`config.mk`:
```
export PLATFORM = sky130hd
export DESIGN_NAME = vend_dispenser
export DESIGN_NICKNAME = d
export VERILOG_FILES = /design/src/rtl/vend_dispenser.sv
export SDC_FILE = /design/constraint.sdc
export NUM_CORES = 1
export LEC_CHECK = 0
export BUFFER_PORTS_ARGS = -buffer_cell sky130_fd_sc_hd__buf_2
export CAP_MARGIN = 20
export CORE_ASPECT_RATIO = 1.4
export CORE_MARGIN = 3
export CORE_UTILIZATION = 35
export CTS_CLUSTER_SIZE = 16
export DETAILED_ROUTE_END_ITERATION = 16
export SLEW_MARGIN = 25
export SYNTH_ARGS = -nofsm -noshare
export SYNTH_HDL_FRONTEND = slang
export SYNTH_SLANG_ARGS = --single-unit
export TNS_END_PERCENT = 5
```
`constraint.sdc`:
```
create_clock -name clk -period 3.9 [get_ports clk]
set_input_delay 0.195 -clock clk [delete_from_list [all_inputs] [get_ports clk]]
set_output_delay 0.195 -clock clk [all_outputs]
set_load 0.03 [all_outputs]
```
`src/rtl/vend_dispenser.sv`:
```
// vend_dispenser: latches one beverage/change request, strobes the beverage after BEV_DELAY cycles and then pays greedy coins from CHG_DELAY on.
// Defining DISP_HOPPER_STALL_EN adds coin_ready_in, which holds each coin until the hopper takes it.
module vend_dispenser #(
   parameter int BEV_DELAY = 10,
   parameter int CHG_DELAY = 20,
   parameter int COIN_W    = 16
) (
   input  logic              clk,
   input  logic              rst,
   input  logic              req_in,
   input  logic [1:0]        beverage_in,
   input  logic [COIN_W-1:0] change_in,
`ifdef DISP_HOPPER_STALL_EN
   input  logic              coin_ready_in,
`endif
   output logic              ready_out,
   output logic              bev_valid_out,
   output logic [1:0]        bev_code_out,
   output logic              coin_valid_out,
   output logic [COIN_W-1:0] coin_val_out,
   output logic              done_out,
   output logic              err_out
);

   localparam int CNT_W = $clog2(CHG_DELAY + 1);
   localparam logic [CNT_W-1:0]  BEV_LAST = CNT_W'(BEV_DELAY - 1);
   localparam logic [CNT_W-1:0]  CHG_LAST = CNT_W'(CHG_DELAY - 1);
   localparam logic [COIN_W-1:0] MIN_COIN = COIN_W'(5);

   typedef enum logic [1:0] {S_IDLE, S_WAIT, S_PAY, S_DONE} state_t;

   state_t              r_state, w_state_nxt;
   logic [CNT_W-1:0]    r_cnt, w_cnt_nxt;
   logic [1:0]          r_bev, w_bev_nxt;
   logic [COIN_W-1:0]   r_rem, w_rem_nxt;
   logic                r_ready, w_ready_nxt;
   logic                r_bev_vld, w_bev_vld_nxt;
   logic [1:0]          r_bev_code, w_bev_code_nxt;
   logic                r_coin_vld, w_coin_vld_nxt;
   logic [COIN_W-1:0]   r_coin_val, w_coin_val_nxt;
   logic                r_done, w_done_nxt;
   logic                r_err, w_err_nxt;
   logic [COIN_W-1:0]   w_coin;
   logic                w_pay_more;
   logic                w_coin_ack;

`ifdef DISP_HOPPER_STALL_EN
   assign w_coin_ack = coin_ready_in;
`else
   assign w_coin_ack = 1'b1;
`endif

   // Largest denomination not exceeding the remainder; only used when rem >= 5.
   function automatic logic [COIN_W-1:0] f_greedy(input logic [COIN_W-1:0] rem);
      logic [COIN_W-1:0] d;
      if (rem >= COIN_W'(200))      d = COIN_W'(200);
      else if (rem >= COIN_W'(100)) d = COIN_W'(100);
      else if (rem >= COIN_W'(50))  d = COIN_W'(50);
      else if (rem >= COIN_W'(20))  d = COIN_W'(20);
      else if (rem >= COIN_W'(10))  d = COIN_W'(10);
      else                          d = COIN_W'(5);
      return d;
   endfunction

   assign w_coin     = f_greedy(r_rem);
   assign w_pay_more = (r_rem >= MIN_COIN);

   always_comb begin
      w_state_nxt    = r_state;
      w_cnt_nxt      = r_cnt;
      w_bev_nxt      = r_bev;
      w_rem_nxt      = r_rem;
      w_bev_vld_nxt  = 1'b0;
      w_bev_code_nxt = 2'd0;
      w_coin_vld_nxt = 1'b0;
      w_coin_val_nxt = '0;
      w_done_nxt     = 1'b0;
      w_err_nxt      = 1'b0;
      case (r_state)
         S_IDLE: begin
            if (req_in) begin
               w_state_nxt = S_WAIT;
               w_cnt_nxt   = '0;
               w_bev_nxt   = beverage_in;
               w_rem_nxt   = change_in;
            end
         end
         S_WAIT: begin
            w_cnt_nxt = r_cnt + CNT_W'(1);
            if (r_cnt == BEV_LAST && r_bev != 2'd0) begin
               w_bev_vld_nxt  = 1'b1;
               w_bev_code_nxt = r_bev;
            end
            if (r_cnt == CHG_LAST) begin
               if (w_pay_more) begin
                  w_state_nxt    = S_PAY;
                  w_coin_vld_nxt = 1'b1;
                  w_coin_val_nxt = w_coin;
                  w_rem_nxt      = r_rem - w_coin;
               end else begin
                  w_state_nxt = S_DONE;
                  w_done_nxt  = 1'b1;
                  w_err_nxt   = (r_rem != '0);
               end
            end
         end
         S_PAY: begin
            // r_rem already excludes the coin on display; hold it until accepted.
            if (!w_coin_ack) begin
               w_coin_vld_nxt = 1'b1;
               w_coin_val_nxt = r_coin_val;
            end else if (w_pay_more) begin
               w_coin_vld_nxt = 1'b1;
               w_coin_val_nxt = w_coin;
               w_rem_nxt      = r_rem - w_coin;
            end else begin
               w_state_nxt = S_DONE;
               w_done_nxt  = 1'b1;
               w_err_nxt   = (r_rem != '0);
            end
         end
         S_DONE:  w_state_nxt = S_IDLE;
         default: w_state_nxt = S_IDLE;
      endcase
      w_ready_nxt = (w_state_nxt == S_IDLE);
   end

   always_ff @(posedge clk or posedge rst) begin
      if (rst) begin
         r_state    <= S_IDLE;
         r_cnt      <= '0;
         r_bev      <= 2'd0;
         r_rem      <= '0;
         r_ready    <= 1'b1;
         r_bev_vld  <= 1'b0;
         r_bev_code <= 2'd0;
         r_coin_vld <= 1'b0;
         r_coin_val <= '0;
         r_done     <= 1'b0;
         r_err      <= 1'b0;
      end else begin
         r_state    <= w_state_nxt;
         r_cnt      <= w_cnt_nxt;
         r_bev      <= w_bev_nxt;
         r_rem      <= w_rem_nxt;
         r_ready    <= w_ready_nxt;
         r_bev_vld  <= w_bev_vld_nxt;
         r_bev_code <= w_bev_code_nxt;
         r_coin_vld <= w_coin_vld_nxt;
         r_coin_val <= w_coin_val_nxt;
         r_done     <= w_done_nxt;
         r_err      <= w_err_nxt;
      end
   end

   assign ready_out      = r_ready;
   assign bev_valid_out  = r_bev_vld;
   assign bev_code_out   = r_bev_code;
   assign coin_valid_out = r_coin_vld;
   assign coin_val_out   = r_coin_val;
   assign done_out       = r_done;
   assign err_out        = r_err;

endmodule

```
==> flow_summary.ini <==
[logic_synthesis]
seq_area_frac_synth = 0.391
ys_types = 58
netlist.area_leader.share = 0.381
ys_warn_count = 0
ys_ff_latch = 40
yosys.area.top_type = dfrtp_1
synth.avg_cell_area_um2 = 9.14
synth_most_common_cell = dfrtp_1
synthTopCellsByCount = dfrtp_1, nor2_1, nand2_1
async_reset_ff_frac = 1.00
synthCells = 280
synth-edff-count = 0
synth_area_leaders = dfrtp_1, ha_1, nor2_1
synth.cell_area_um2 = 2560
ys.flop_type = dfrtp_1

[die]
die_x_um = 78.3
die_area_um2 = 8390
coreArea_um2 = 7030
rows = 36
ios = 44
dieHeight_um = 107
initial_core_util = 0.364

[place]
dp_hpwl_um = 4290
place_area_um2 = 2850
routabilityCongestion = 0.906
portBuffers = 35
pre_cts_slack_ns = 0.192
dp.cells = 410

[sta]
fin_crit_sh = 0.935
fmax_mhz = 274
slew_violations = 0
skew_ns = 0.0120
slew_headroom = 0.520
timing.final.hold_violations = 1
rsz0062_at_grt = false
tns_ns = 0
setup_slack_ns = 0.255
setup_viol = 0
tightest_slew_ns = 0.716
fin_crit_ns = 3.64
hold_slack_ns = -0.000287

[final_layout]
antenna_cells = 0
final_nets = 359
finalInstanceArea_um2 = 2940
fillers = 733
fin_cells = 417
area_growth_pct = 14.9
drive_above_1_share = 0.220

[cts]
cts.clk_slew.worst_paths_ns = 0.08
cts_root_buffer = clkbuf_8
clock-sinks = 40
cts_made_buffers = 5
cts_tree = yes
clockBufferDepth = 2
post_cts_buffers = 0
clk_latency_ns = 0.30
cts.htree.levels = 2

[grt]
track_usage = 0.137
grt_pass1_vias = 1995
grt_overflow = 0
grt_max_degree = 41
antenna_found_initial = 0
grt_pass1_wl_um = 9240

[critical_path]
reg2reg_slack_ns = 0.26
required_ns = 4.05
r2r_start = r_rem[9]$_DFFE_PP0P_
reg2regPathDepth = 13
start_kind = flip-flop
end_kind = flip-flop
cp_max_fo = 5
r2r_end = r_rem[13]$_DFFE_PP0P_
cp.arrival_ns = 3.79
worstSetupPathType = flip-flop to flip-flop

[pwr]
p_switching_w = 0.000845
pwr-share-comb = 0.516
power_density_nw_per_um2 = 656
internal_power_w = 0.00108
seqPwrFrac = 0.347
p_leak_nw = 1.38
p_clk_frac = 0.137
ir_worst_vdd_mv = 0.251
switching_share = 0.438

[route]
avgViaCountPerCell = 5.05
drtIter0Drc = 82
drcViolationCount = 0
drtAntennaViolNets = 0
num_vias = 2106
wl_per_cell_um = 13.3
routed_wl_um = 5540
dr.pass1.iters = 4

[hold_path]
hp-class = input port to async pin

[job]
drv_cap = 0

[outcome]
status = complete, but fails checks
violations = negative hold slack
==> per-layer routing <==
| metal | up-vias | GRT usage | share of wire |
|---|---|---|---|
| li1 | 1062 | - | - |
| met1 | 986 | 0.161 | 0.43 |
| met2 | 50 | 0.244 | 0.50 |
| met3 | 8 | 0.0235 | 0.052 |
| met4 | 0 | 0.0600 | 0.021 |
| met5 | - | 0 | 0 |
==> layout make-up <==
type                            instances  area, µm²  share of cell area
Tap cell                               95        119              0.0404
Multi-Input combinational cell        213       1420               0.483
Sequential cell                        40       1000               0.341
Clock buffer                            6       72.6              0.0247
Timing Repair Buffer                   47        265              0.0902
Clock inverter                          1       5.00             0.00170
Inverter                               15       56.3              0.0191
==> kinds of logic after synthesis <==
family	Yosys count	synth area share
buffers and inverters	34	0.0689
AO/OA/AOI/OAI	74	0.191
adder cells (fa/ha/maj)	16	0.0811
AND/OR/NAND/NOR	96	0.192
multiplexers	14	0.0577
XOR/XNOR	5	0.0171
other	1	0.00146
flip-flops	40	0.391
==> per-stage QoR <==
stage	hold slack, ns	util	power (W)
2_1_floorplan	0.345	-	0.00143
3_3_place_gp	0.347	0.406	0.00165
5_1_grt	0.0749	0.418	0.00210
4_1_cts	0.0257	0.417	0.00193
3_5_place_dp	0.350	0.406	0.00166
6_report	-0.000287	0.418	0.00193
==> sequential cells by signal, indices dropped and copies added, names as in the netlist, 2 cells and up <==
name / count
r_bev: 2
r_cnt: 5
bev_code_out: 2
coin_val_out: 8
r_state: 2
r_rem: 16
==> timing repair <==
| action | CTS | global route |
|---|---|---|
| gates resized for setup | 0 | 3 |
| hold endpoints to repair | 0 | 0 |
| hold buffers | 0 | 0 |
| setup endpoints to repair | 0 | 2 |
==> cell usage in the layout, fill, tap and decap left out, types with 3 or more instances in the layout <==
cell type / count
dfrtp_1: 39
buf_2: 35
nor2_1: 34
nand2_1: 22
a21oi_1: 20
inv_1: 15
ha_1: 15
o21ai_0: 13
buf_4: 12
mux2i_1: 11
conb_1: 8
nor3_1: 7
o22ai_1: 5
clkbuf_8: 5
a21o_1: 4
a211oi_1: 4
nor2b_1: 4
nand4b_1: 4
xnor2_1: 3
o21a_1: 3
nand3_1: 3
a22o_1: 3
or3_1: 3
o31ai_1: 3
and2_1: 3
==> power groups by stage <==
stage / Combinational [W] / Clock, W / Sequential, W
final: 0.000995 / 0.000264 / 0.000670
after global routing: 0.00112 / 0.000288 / 0.000692
after detailed placement: 0.000988 / 0 / 0.000675
after CTS: 0.000994 / 0.000273 / 0.000666
after floorplan: 0.000772 / 0 / 0.000656
after global placement: 0.000979 / 0 / 0.000670
==> worst max path at each step <==
stage	to	depth (start not counted)	slack (ns)	start
floorplan	r_rem[13]$_DFFE_PP0P_	12	0.22	r_rem[10]$_DFFE_PP0P_
global placement	r_rem[13]$_DFFE_PP0P_	13	0.26	r_rem[10]$_DFFE_PP0P_
detailed placement	r_rem[13]$_DFFE_PP0P_	13	0.19	r_rem[10]$_DFFE_PP0P_
CTS	r_rem[13]$_DFFE_PP0P_	13	0.18	r_rem[10]$_DFFE_PP0P_
global route	r_rem[13]$_DFFE_PP0P_	13	0.03	r_rem[10]$_DFFE_PP0P_
finish	r_rem[13]$_DFFE_PP0P_	13	0.26	r_rem[9]$_DFFE_PP0P_
==> worst max-delay path, cell delays in order, from the launching register on <==
cell	delay, ns
dfrtp_1	0.42
or3_1	0.43
or3_4	0.45
nor4_2	0.20
nand2_1	0.11
o21a_1	0.21
ha_1	0.34
a21o_1	0.19
nand2_1	0.09
nand4_1	0.18
a2111oi_0	0.45
buf_4	0.19
a31o_2	0.16
a22oi_2	0.07
Power figures use the tool's default switching activity.
